<file path="src/rtl/mem_arbiter.sv">
// mem_arbiter: two-port (CPU / debug) round-robin arbiter in front of a
// single-port synchronous 256x16 RAM. Each access takes IDLE -> ACCESS ->
// RESP, so at most one access completes every three cycles.
module mem_arbiter (
    input  logic        clk,
    input  logic        reset_n,
    input  logic        cpu_req,
    input  logic        cpu_we,
    input  logic [7:0]  cpu_addr,
    input  logic [15:0] cpu_wdata,
    output logic [15:0] cpu_rdata,
    output logic        cpu_ack,
    input  logic        dbg_req,
    input  logic        dbg_we,
    input  logic [7:0]  dbg_addr,
    input  logic [15:0] dbg_wdata,
    output logic [15:0] dbg_rdata,
    output logic        dbg_ack,
    output logic [7:0]  ram_addr,
    output logic        ram_we,
    output logic [15:0] ram_wdata,
    input  logic [15:0] ram_rdata,
    output logic        busy,
    output logic        last_grant
);

    typedef enum logic [1:0] {S_IDLE, S_ACCESS, S_RESP} state_t;

    state_t      r_state;
    state_t      w_state_nxt;

    logic        r_last_grant;  // also identifies the owner of the live transaction
    logic        r_rd;          // live transaction is a read
    logic [7:0]  r_ram_addr;
    logic        r_ram_we;
    logic [15:0] r_ram_wdata;
    logic        r_cpu_ack;
    logic        r_dbg_ack;
    logic [15:0] r_cpu_rdata;
    logic [15:0] r_dbg_rdata;

    logic        w_grant;
    logic        w_gnt_dbg;
    logic        w_sel_we;
    logic [7:0]  w_sel_addr;
    logic [15:0] w_sel_wdata;

    // Next-state and grant decision; a tie goes to the port that did not win last.
    always_comb begin
        w_state_nxt = r_state;
        w_grant     = 1'b0;
        w_gnt_dbg   = r_last_grant;
        case (r_state)
            S_IDLE: begin
                if (cpu_req && dbg_req) begin
                    w_grant   = 1'b1;
                    w_gnt_dbg = ~r_last_grant;
                end else if (cpu_req) begin
                    w_grant   = 1'b1;
                    w_gnt_dbg = 1'b0;
                end else if (dbg_req) begin
                    w_grant   = 1'b1;
                    w_gnt_dbg = 1'b1;
                end
                if (w_grant) w_state_nxt = S_ACCESS;
            end
            S_ACCESS: w_state_nxt = S_RESP;
            S_RESP:   w_state_nxt = S_IDLE;
            default:  w_state_nxt = S_IDLE;
        endcase
    end

    // Request mux for the winning port.
    always_comb begin
        w_sel_we    = w_gnt_dbg ? dbg_we    : cpu_we;
        w_sel_addr  = w_gnt_dbg ? dbg_addr  : cpu_addr;
        w_sel_wdata = w_gnt_dbg ? dbg_wdata : cpu_wdata;
    end

    // State register.
    always_ff @(posedge clk or negedge reset_n) begin
        if (!reset_n) r_state <= S_IDLE;
        else          r_state <= w_state_nxt;
    end

    // RAM command registers: loaded on grant, write enable lives only in ACCESS.
    always_ff @(posedge clk or negedge reset_n) begin
        if (!reset_n) begin
            r_ram_addr   <= 8'h00;
            r_ram_wdata  <= 16'h0000;
            r_ram_we     <= 1'b0;
            r_rd         <= 1'b0;
            r_last_grant <= 1'b1;   // CPU wins the first tie after reset
        end else begin
            r_ram_we <= 1'b0;
            if (w_grant) begin
                r_ram_addr   <= w_sel_addr;
                r_ram_wdata  <= w_sel_wdata;
                r_ram_we     <= w_sel_we;
                r_rd         <= ~w_sel_we;
                r_last_grant <= w_gnt_dbg;
            end
        end
    end

    // Owner ack: set leaving ACCESS so it is high for the RESP cycle only.
    always_ff @(posedge clk or negedge reset_n) begin
        if (!reset_n) begin
            r_cpu_ack <= 1'b0;
            r_dbg_ack <= 1'b0;
        end else begin
            r_cpu_ack <= (r_state == S_ACCESS) && !r_last_grant;
            r_dbg_ack <= (r_state == S_ACCESS) &&  r_last_grant;
        end
    end

    // Read data capture at the edge ending RESP; writes leave both registers alone.
    always_ff @(posedge clk or negedge reset_n) begin
        if (!reset_n) begin
            r_cpu_rdata <= 16'h0000;
            r_dbg_rdata <= 16'h0000;
        end else if (r_state == S_RESP && r_rd) begin
            if (r_last_grant) r_dbg_rdata <= ram_rdata;
            else              r_cpu_rdata <= ram_rdata;
        end
    end

    assign ram_addr   = r_ram_addr;
    assign ram_we     = r_ram_we;
    assign ram_wdata  = r_ram_wdata;
    assign cpu_ack    = r_cpu_ack;
    assign dbg_ack    = r_dbg_ack;
    assign cpu_rdata  = r_cpu_rdata;
    assign dbg_rdata  = r_dbg_rdata;
    assign last_grant = r_last_grant;
    assign busy       = (r_state != S_IDLE);

endmodule

</file>
<file path="config.mk">
export PLATFORM = sky130hd
export DESIGN_NAME = mem_arbiter
export DESIGN_NICKNAME = d
export VERILOG_FILES = /design/src/rtl/mem_arbiter.sv
export SDC_FILE = /design/constraint.sdc
export NUM_CORES = 1
export LEC_CHECK = 0
export BUFFER_PORTS_ARGS = -buffer_cell sky130_fd_sc_hd__buf_4
export CORE_ASPECT_RATIO = 0.6
export CORE_UTILIZATION = 25
export DETAILED_ROUTE_END_ITERATION = 12
export PLACE_DENSITY_LB_ADDON = 0.12
export SETUP_SLACK_MARGIN = 0.05
export SLEW_MARGIN = 0
export SYNTH_ARGS = -nofsm -noshare
export SYNTH_HDL_FRONTEND = slang
export SYNTH_SLANG_ARGS = --single-unit
</file>
<file path="constraint.sdc">
create_clock -name clk -period 1.6 [get_ports clk]
set_input_delay 0.32 -clock clk [delete_from_list [all_inputs] [get_ports clk]]
set_output_delay 0.32 -clock clk [all_outputs]
set_load 0.005 [all_outputs]
</file>
==> flow_metrics.env, run 1 <==
export IMPL_place_area_um2=4250
export IMPL_rr_startpoint="last_grant$_DFFE_PN1P_"
export IMPL_tightest_slew_ns=0.453
export IMPL_finalCritPeriodShare=0.995
export IMPL_critical_path_required_ns=1.81
export IMPL_fp_row_count=30
export IMPL_worstSkewPairLatency_ns=0.32
export IMPL_fin_crit_ns=1.59
export IMPL_outcome="finished, final reports clean"
export IMPL_skew_ns=0.00685
export IMPL_synth_nets=310
export IMPL_grt_ovfl_total=0
export IMPL_hold_ws_ns=0.233
export IMPL_syn_avg_cell_area_um2=12.4
export IMPL_finalWirelength_um=10000
export IMPL_r2r_cells=4
export IMPL_clk_pin_slew_worst_paths_ns=0.05
export IMPL_clock_fmax_mhz=628
export IMPL_whs_endpoint="dbg_rdata[11]$_DFFE_PN0P_"
export IMPL_hp_class="primary input to register"
export IMPL_setup_slack_ns=0.00756
export IMPL_final_common_cell="buf_4"
export IMPL_grt_first_pass_wirelength_um=15200
export IMPL_power_total_mw=10.1
export IMPL_relSlewSlack=0.698
export IMPL_fp_dieH_um=86.4
export IMPL_grt_pass1_vias=2725
export IMPL_leakagePower_nw=2.19
export IMPL_grt_max_degree=33
export IMPL_power_per_cell_area_nw_per_um2=2090
export IMPL_num_antenna_cells=0
export IMPL_hold_path_depth=2
export IMPL_h_tree_depth=3
export IMPL_postLayoutCellArea_um2=4830
export IMPL_grt_setup_unrepaired="true"
export IMPL_dieArea_um2=12300
export IMPL_synthArstFlopShare=1.00
export IMPL_gp_congestion=0.752
export IMPL_via_count=2650
export IMPL_nFillCells=1132
export IMPL_r2r_setup_slack_ns=0.008
export IMPL_core_area_um2=11400
export IMPL_final_net_count=456
export IMPL_clockBufferDepth=2
export IMPL_hp_start="ram_rdata[11]"
export IMPL_synth_ff_type="dfrtp_1"
export IMPL_critPathLaunchType="register"
export IMPL_vdd_drop_max_v=0.000666
export IMPL_die_w_um=143
export IMPL_ioPinCount=131
export IMPL_hold_viol_final=0
export IMPL_multi_input_area_um2=1280
export IMPL_drt_iter0_drc=94
export IMPL_vias_per_cell=4.81
export IMPL_crit_type="register to register"
export IMPL_final_util=0.423
export IMPL_synth_cells=240
export IMPL_post_route_cells_drive_above_1_share=0.575
export IMPL_antenna_found_initial=0
export IMPL_start_util=0.260
export IMPL_ys_seq_elements=63
export IMPL_ys_seq_area_frac=0.532
export IMPL_cts_buffers=9
export IMPL_synthToLayoutAreaGrowth_pct=62.9
export IMPL_cap_violations=0
export IMPL_avgRoutedWirePerCell_um=18.2
export IMPL_cp_max_fo=16
export IMPL_cp_arrival_ns=1.80
export IMPL_finalMaxSlewViolations=0
export IMPL_cts_sinks=63
export IMPL_dr_pass1_iters=4
export IMPL_place_hpwl_um=6610
export IMPL_root_buffer="clkbuf_16"
export IMPL_synth_edf_count=0
export IMPL_seqCellArea_um2=1580
export IMPL_final_cell_mix="buf_4, dfrtp_1, o211ai_1"
export IMPL_grt_total_usage=0.166
export IMPL_io_buffer_count=130
export IMPL_synthDistinctLibCells=29
export IMPL_r2r_end="dbg_rdata[1]$_DFFE_PN0P_"
export IMPL_critPathCaptureType="register"
export IMPL_syn_cell_area_um2=2970
export IMPL_yosysWarnings=0
export IMPL_dp_worst_setup_slack_ns=0.0127
export IMPL_tritoncts="done"
export IMPL_antenna_left=0
export IMPL_setup_viol=0
export IMPL_drc_errors=0
==> per-layer routing <==
| metal | global-route usage | wire length (um) | share of wire |
|---|---|---|---|
| met2 | 0.237 | 4350 | 0.43 |
| met4 | 0.0459 | 54 | 0.0054 |
| met3 | 0.0552 | 780 | 0.078 |
| met1 | 0.238 | 4860 | 0.48 |
| met5 | 0 | 0 | 0 |
==> worst max path at each step <==
| stage | start | endpoint | depth (start not counted) |
|---|---|---|---|
| floorplan | last_grant$_DFFE_PN1P_ | dbg_rdata[10]$_DFFE_PN0P_ | 5 |
| global placement | last_grant$_DFFE_PN1P_ | dbg_rdata[7]$_DFFE_PN0P_ | 4 |
| detailed placement | last_grant$_DFFE_PN1P_ | dbg_rdata[9]$_DFFE_PN0P_ | 4 |
| CTS | r_state[0]$_DFFE_PN0P_ | busy | 5 |
| global route | last_grant$_DFFE_PN1P_ | dbg_rdata[1]$_DFFE_PN0P_ | 4 |
| finish | last_grant$_DFFE_PN1P_ | dbg_rdata[1]$_DFFE_PN0P_ | 4 |
==> synthesized netlist by cell type (all sizes together) (2+ instances only) <==
master,instances,share of area
inv,2,0.0025
mux2,32,0.13
a21oi,24,0.040
a21boi,2,0.0051
o211ai,50,0.13
a31oi,24,0.051
buf,18,0.049
clkbuf,10,0.013
and2,3,0.0063
nor3b,2,0.0084
dfrtp,62,0.52
==> state kept, by name, summed over array words and instances (netlist names) <==
name / count
ram_addr: 8
cpu_ack: 1
last_grant: 1
dbg_ack: 1
cpu_rdata: 16
r_state: 2
dbg_rdata: 16
ram_we: 1
ram_wdata: 16
r_rd: 1
==> critical path: stages, from the launching register on <==
cell,delay (ns)
dfstp_2,0.62
inv_4,0.04
or3_4,0.33
buf_12,0.17
mux2_4,0.31
==> timing repair <==
item                                    in CTS  in global routing
resized for setup                           24                  5
gates cloned                                 0                  4
endpoints found under the setup margin      18                 48
endpoints found under the hold margin       29                  0
pin swaps                                    0                 22
buffers inserted                             3                  2
hold buffers                                 1                  0
==> logic make-up (layout without fill, tap and decap cells) <==
kind of cell           count (synthesis)  count (layout)  share of synthesized area
AOI/OAI and AO/OA                    102             102                      0.234
DFF                                   63              63                      0.532
muxes                                 32              32                      0.134
buffers and inverters                 30             181                     0.0637
and+or+nand+nor                       13              13                     0.0363
==> power breakdown <==
part / internal (mW) / switching, mW
clock: 1.56 / 0.722
combinational: 2.81 / 2.08
sequential: 2.42 / 0.511
==> final cells by class <==
class / instances / area share
sequential: 63 / 0.327
timing repair buffer: 163 / 0.293
multi-input combinational: 147 / 0.265
clock buffer: 10 / 0.0495
tap: 160 / 0.0414
clock inverter: 6 / 0.0223
inverter: 2 / 0.00207
==> through the flow <==
| stage | instances | TNS (ns) |
|---|---|---|
| final | 551 | 0 |
| after floorplan | 240 | -0.380 |
| after global placement | 526 | 0 |
| after global routing | 551 | -0.325 |
| after CTS | 546 | 0 |
| after detailed placement | 526 | 0 |
(Power assumes the default switching activity.)
==> inputs of run 2 (changes only) <==
==> constraint.sdc (replaced) <==
create_clock -name clk -period 1.6 [get_ports clk]
set_input_delay 0.24 -clock clk [delete_from_list [all_inputs] [get_ports clk]]
set_output_delay 0.24 -clock clk [all_outputs]
set_load 0.005 [all_outputs]
==> run 2 against run 1 <==
The run now ends with setup timing left. First-iteration DRC count increased by 4.3%. Combinational power increased by 1%. Critical path depth increased by 2. Die area unchanged. Clock-buffer cell count increased by 2. Global-route usage increased by 0.48 points. Final cell count increased by 1.8%. Critical path type is now register to output port. Largest power group unchanged.
==> flow_metrics.env, run 2 (synthesis results as in run 1) <==
export IMPL_cp_slowest_stage_delay_ns=0.41
export IMPL_finalMaxSlewViolations=0
export IMPL_dr_pass1_iters=4
export IMPL_critPathCaptureType="output port"
export IMPL_worstSkewPairLatency_ns=0.32
export IMPL_clockBufferDepth=2
export IMPL_clock_fmax_mhz=616
export IMPL_io_buffer_count=130
export IMPL_vias_per_cell=4.77
export IMPL_skew_ns=0.00469
export IMPL_clock_power_share=0.194
export IMPL_avgRoutedWirePerCell_um=17.9
export IMPL_power_frac_comb=0.507
export IMPL_tightest_slew_ns=0.471
export IMPL_grt_pass1_vias=2855
export IMPL_power_per_cell_area_nw_per_um2=2030
export IMPL_finalWirelength_um=10100
export IMPL_clk_pin_slew_worst_paths_ns=0.05
export IMPL_die_w_um=143
export IMPL_antenna_found_initial=0
export IMPL_cp_arrival_ns=1.38
export IMPL_fin_crit_ns=1.62
export IMPL_grt_first_pass_wirelength_um=15700
export IMPL_p_sw_frac=0.335
export IMPL_place_hpwl_um=6860
export IMPL_vdd_drop_max_v=0.000696
export IMPL_hp_class="primary input to register"
export IMPL_relSlewSlack=0.686
export IMPL_core_area_um2=11400
export IMPL_num_antenna_cells=0
export IMPL_fp_row_count=30
export IMPL_start_util=0.260
export IMPL_post_route_cells_drive_above_1_share=0.584
export IMPL_antenna_left=0
export IMPL_crit_top_cell="buf_6"
export IMPL_leakagePower_nw=2.17
export IMPL_root_buffer="clkbuf_16"
export IMPL_cts_buffers=9
export IMPL_critPathLaunchType="register"
export IMPL_final_cell_mix="buf_4, dfrtp_1, o211ai_1, a21oi_1, a31oi_1"
export IMPL_tritoncts="done"
export IMPL_grt_total_usage=0.171
export IMPL_grt_setup_unrepaired="true"
export IMPL_grt_max_degree=35
export IMPL_hold_viol_final=0
export IMPL_outcome="complete, but fails checks"
export IMPL_critPathBufInv=5
export IMPL_dieArea_um2=12300
export IMPL_final_net_count=466
export IMPL_intPower_mw=6.51
export IMPL_setup_slack_ns=-0.0237
export IMPL_cap_violations=0
export IMPL_synthToLayoutAreaGrowth_pct=62.7
export IMPL_seqCellArea_um2=1580
export IMPL_pwr_share_seq=0.298
export IMPL_drt_iter0_drc=98
export IMPL_cp_max_fo=5
export IMPL_finalCritPeriodShare=1.01
export IMPL_violations="setup timing"
export IMPL_ioPinCount=131
export IMPL_dp_worst_setup_slack_ns=-0.0976
export IMPL_final_common_cell="buf_4"
export IMPL_multi_input_area_um2=1250
export IMPL_setup_viol=6
export IMPL_fp_dieH_um=86.4
export IMPL_critical_path_required_ns=1.36
export IMPL_crit_slowest_cell="dfrtp_1"
export IMPL_p_switching_mw=3.27
export IMPL_grt_ovfl_total=0
export IMPL_crit_type="register to output port"
export IMPL_setup_tns_ns=-0.0584
export IMPL_cts_sinks=63
export IMPL_cp_top_family="buffers and inverters"
export IMPL_nFillCells=1096
export IMPL_h_tree_depth=3
export IMPL_drc_errors=0
export IMPL_gp_congestion=0.715
export IMPL_via_count=2678
export IMPL_path_cells="buf_6 > buf_6 > nor2_4 > buf_6 > inv_1 > buf_4"
## run 2: changes by cell type in the layout (fill, tap and decap cells not counted), moves of 2 or more
cell and delta:
buf_4 +7, buf_6 +2, mux2_2 +14, clkbuf_16 -2
mux2_4 -14, bufinv_16 -2, buf_16 +2, clkbuf_1 +2
## run 2: stage by stage
step	instances	cell area, um^2	power [mW]	hold slack, ns	utilization
2_1_floorplan	240	2980	5.08	-0.0556	-
4_1_cts	558	4740	9.72	0.142	0.416
5_1_grt	561	4830	10.4	0.145	0.423
3_3_place_gp	527	4230	7.30	0.231	0.371
6_report	561	4830	9.78	0.156	0.423
3_5_place_dp	527	4230	7.36	0.230	0.371
## run 2: final timing paths
check	from	to	slack (ns)	cells past startpoint
setup reg to reg	r_state[1]$_DFFE_PN0P_	ram_wdata[1]$_DFFE_PN0P_	-0.01	5
hold reg to reg	cpu_rdata[10]$_DFFE_PN0P_	cpu_rdata[10]$_DFFE_PN0P_	0.51	1
max in group asynchronous	reset_n	cpu_rdata[3]$_DFFE_PN0P_	0.64	3
min in group asynchronous	reset_n	ram_wdata[14]$_DFFE_PN0P_	0.43	2
hold / removal	ram_rdata[11]	dbg_rdata[11]$_DFFE_PN0P_	0.16	2
setup / recovery	r_state[0]$_DFFE_PN0P_	busy	-0.02	6
## run 2: timing repair
action / in CTS / in global routing
buffers inserted: 11 / 2
gates cloned: 3 / 1
resized for setup: 16 / 9
endpoints found under the setup margin: 60 / 44
pin swaps: 20 / 8
hold endpoints to repair: 32 / 0
hold buffers: 1 / 0
## run 2: final cells by class
type,count,share of cell area
sequential,63,0.327
clock buffer,12,0.0511
clock inverter,4,0.00933
multi-input combinational,147,0.258
tap,160,0.0415
inverter,2,0.00207
timing repair buffer,173,0.311
## run 2: power by group through the flow
| stage | combinational (mW) | clock (mW) | sequential [mW] |
|---|---|---|---|
| after floorplan | 2.19 | 0 | 2.89 |
| after global placement | 4.36 | 0 | 2.94 |
| after detailed placement | 4.43 | 0 | 2.93 |
| after CTS | 4.84 | 1.96 | 2.92 |
| after global routing | 5.36 | 2.04 | 3.03 |
| final | 4.96 | 1.90 | 2.92 |
## run 2: metal layers
metal / GRT usage / wire, um / vias to the layer above
li1: - / - / 1240
met1: 0.248 / 4840 / 1327
met2: 0.247 / 4460 / 103
met3: 0.0492 / 685 / 8
met4: 0.0450 / 70 / 0
met5: 0 / 0 / -
==> inputs of run 3 (changes only) <==
- ABC_AREA: unset -> 1
- CTS_BUF_LIST: unset -> sky130_fd_sc_hd__clkbuf_16
==> run 3 against run 2 <==
Sequential share of layout area grew 3.6 points. The flow now finishes without violations. Wire length is 20% lower. Register-to-register slack better by 0.26 ns. Critical path depth decreased by 3.
==> flow_metrics.env, run 3 <==
export IMPL_critical_path_required_ns=1.36
export IMPL_fin_crit_ns=1.41
export IMPL_dp_worst_setup_slack_ns=0.245
export IMPL_synth_nets=401
export IMPL_whs_endpoint="cpu_rdata[7]$_DFFE_PN0P_"
export IMPL_grt_util_met2=0.204
export IMPL_final_net_count=533
export IMPL_ys_seq_area_frac=0.541
export IMPL_ioPinCount=131
export IMPL_rr_startpoint="last_grant$_DFFE_PN1P_"
export IMPL_netlist_top_cells_area="dfrtp_1, nand2_1, nand3b_1"
export IMPL_tightest_slew_ns=0.418
export IMPL_worstSkewPairLatency_ns=0.32
export IMPL_leakagePower_nw=2.36
export IMPL_p_sw_frac=0.353
export IMPL_setup_tns_ns=0
export IMPL_synthArstFlopShare=1.00
export IMPL_hold_path_depth=3
export IMPL_r2r_end="r_rd$_DFFE_PN0P_"
export IMPL_vdd_drop_max_v=0.000604
export IMPL_critPathLaunchType="register"
export IMPL_hp_start="ram_rdata[7]"
export IMPL_pwr_share_seq=0.348
export IMPL_grt_ovfl_total=0
export IMPL_synth_most_common_cell="nand2_1"
export IMPL_finalCritPeriodShare=0.882
export IMPL_synth_commonest_cells="nand2_1, dfrtp_1, inv_1"
export IMPL_cp_max_fo=5
export IMPL_outcome="finished, final reports clean"
export IMPL_power_total_mw=8.38
export IMPL_grt_pass1_vias=2615
export IMPL_die_w_um=142
export IMPL_cap_violations=0
export IMPL_avgRoutedWirePerCell_um=12.9
export IMPL_io_buffer_count=130
export IMPL_vias_per_cell=4.12
export IMPL_antenna_found_initial=0
export IMPL_dr_pass1_iters=4
export IMPL_relSlewSlack=0.721
export IMPL_antenna_left=0
export IMPL_cts_sinks=63
export IMPL_root_buffer="clkbuf_16"
export IMPL_hold_viol_final=0
export IMPL_yosysTopAreaCell="dfrtp_1"
export IMPL_final_common_cell="buf_4"
export IMPL_crit_type="register to output port"
export IMPL_fp_dieH_um=85.7
export IMPL_r2r_cells=7
export IMPL_synthToLayoutAreaGrowth_pct=49.1
export IMPL_final_cell_mix="buf_4, nand2_1, dfrtp_1, inv_1, nand3_1"
export IMPL_core_area_um2=11300
export IMPL_synth_edf_count=0
export IMPL_synth_top_area_frac=0.532
export IMPL_post_route_cells_drive_above_1_share=0.361
export IMPL_setup_slack_ns=0.189
export IMPL_cp_arrival_ns=1.17
export IMPL_h_tree_depth=3
export IMPL_clock_power_share=0.221
export IMPL_drt_iter0_drc=102
export IMPL_clockBufferDepth=2
export IMPL_grt_use_met3=0.0525
export IMPL_grt_total_usage=0.143
export IMPL_syn_cell_area_um2=2920
export IMPL_p_switching_mw=2.96
export IMPL_via_count=2586
export IMPL_setup_viol=0
export IMPL_clock_fmax_mhz=709
export IMPL_power_per_cell_area_nw_per_um2=1930
export IMPL_place_hpwl_um=5740
export IMPL_drc_errors=0
export IMPL_cts_buffers=9
export IMPL_start_util=0.258
export IMPL_synth_cells=331
export IMPL_clk_pin_slew_worst_paths_ns=0.05
export IMPL_grt_max_degree=36
export IMPL_grt_setup_unrepaired="false"
export IMPL_finalWirelength_um=8080
export IMPL_hp_class="primary input to register"
export IMPL_grt_first_pass_wirelength_um=13300
export IMPL_yosysWarnings=0
export IMPL_synthDistinctLibCells=21
export IMPL_finalMaxSlewViolations=0
export IMPL_gp_congestion=0.756
export IMPL_synth_ff_type="dfrtp_1"
export IMPL_fp_row_count=30
export IMPL_gr_usage_met1=0.200
export IMPL_dieArea_um2=12100
export IMPL_intPower_mw=5.43
export IMPL_ys_seq_elements=63
export IMPL_num_antenna_cells=0
export IMPL_skew_ns=0.00563
export IMPL_critPathCaptureType="output port"
export IMPL_tritoncts="done"
export IMPL_r2r_setup_slack_ns=0.25
export IMPL_power_frac_comb=0.431
export IMPL_grt_busiest_layer="met2"
export IMPL_syn_avg_cell_area_um2=8.82
-- run 3: changes by cell type after synthesis, moves of 24 or more --
cell | previous run | this run
nand3_1 | 0 | 25
nand3b_1 | 0 | 24
a31oi_1 | 24 | 0
a21oi_1 | 24 | 0
nand2_1 | 1 | 112
inv_1 | 1 | 45
o211ai_1 | 46 | 0
-- run 3: logic make-up after synthesis --
logic type / share of synthesized area
simple gates: 0.284
compound gates: 0.0703
flops: 0.541
buf+inv: 0.105
-- run 3: critical path: stages, from the launching register on --
cell and delay (ns):
dfrtp_1 0.44, nor2_4 0.17, inv_2 0.09, buf_4 0.15
-- run 3: repair_timing --
item | in CTS | in global routing
gates resized for setup | 0 | 0
endpoints found under the setup margin | 0 | 0
hold endpoints to repair | 27 | 0
buffers inserted | 0 | 0
hold buffers | 1 | 0
-- run 3: power groups by stage --
stage,logic [mW],registers (mW),clock network (mW)
floorplan,1.86,2.94,0
global placement,3.64,2.92,0
detailed placement,3.68,2.93,0
CTS,3.69,2.93,1.93
global route,4.10,3.05,2.00
finish,3.61,2.92,1.85
-- run 3: how the worst max path moves through the flow --
stage                               end  depth (start not counted)  slack [ns]                   start
2_1_floorplan  ram_wdata[4]$_DFFE_PN0P_                          6        0.37  last_grant$_DFFE_PN1P_
3_3_place_gp           r_rd$_DFFE_PN0P_                          7        0.25  last_grant$_DFFE_PN1P_
3_5_place_dp           r_rd$_DFFE_PN0P_                          7        0.25  last_grant$_DFFE_PN1P_
4_1_cts                            busy                          3        0.17  r_state[1]$_DFFE_PN0P_
5_1_grt                            busy                          3        0.11  r_state[1]$_DFFE_PN0P_
6_report                           busy                          3        0.19  r_state[1]$_DFFE_PN0P_
-- run 3: area by class of cell --
cell class | instances | area [um^2]
clock buffers | 9 | 225
clock inverters | 7 | 55.1
fillers | 1206 | 6980
inverters | 47 | 179
multi-input cells | 205 | 1030
flip-flops and latches | 63 | 1580
well taps | 160 | 200
repair buffers | 137 | 1080
-- run 3: stage by stage --
stage / hold slack [ns] / instances / instance area (um^2) / util
finish: 0.183 / 628 / 4350 / 0.384
global route: 0.172 / 628 / 4350 / 0.384
CTS: 0.171 / 628 / 4350 / 0.384
detailed placement: 0.206 / 611 / 4060 / 0.358
global placement: 0.208 / 611 / 4060 / 0.358
floorplan: -0.0556 / 331 / 2920 / -
-- run 3: layer usage --
layer	routed length (um)	part of all wire
met5	0	0
met3	551	0.068
met2	3370	0.42
met1	4080	0.50
met4	87	0.011
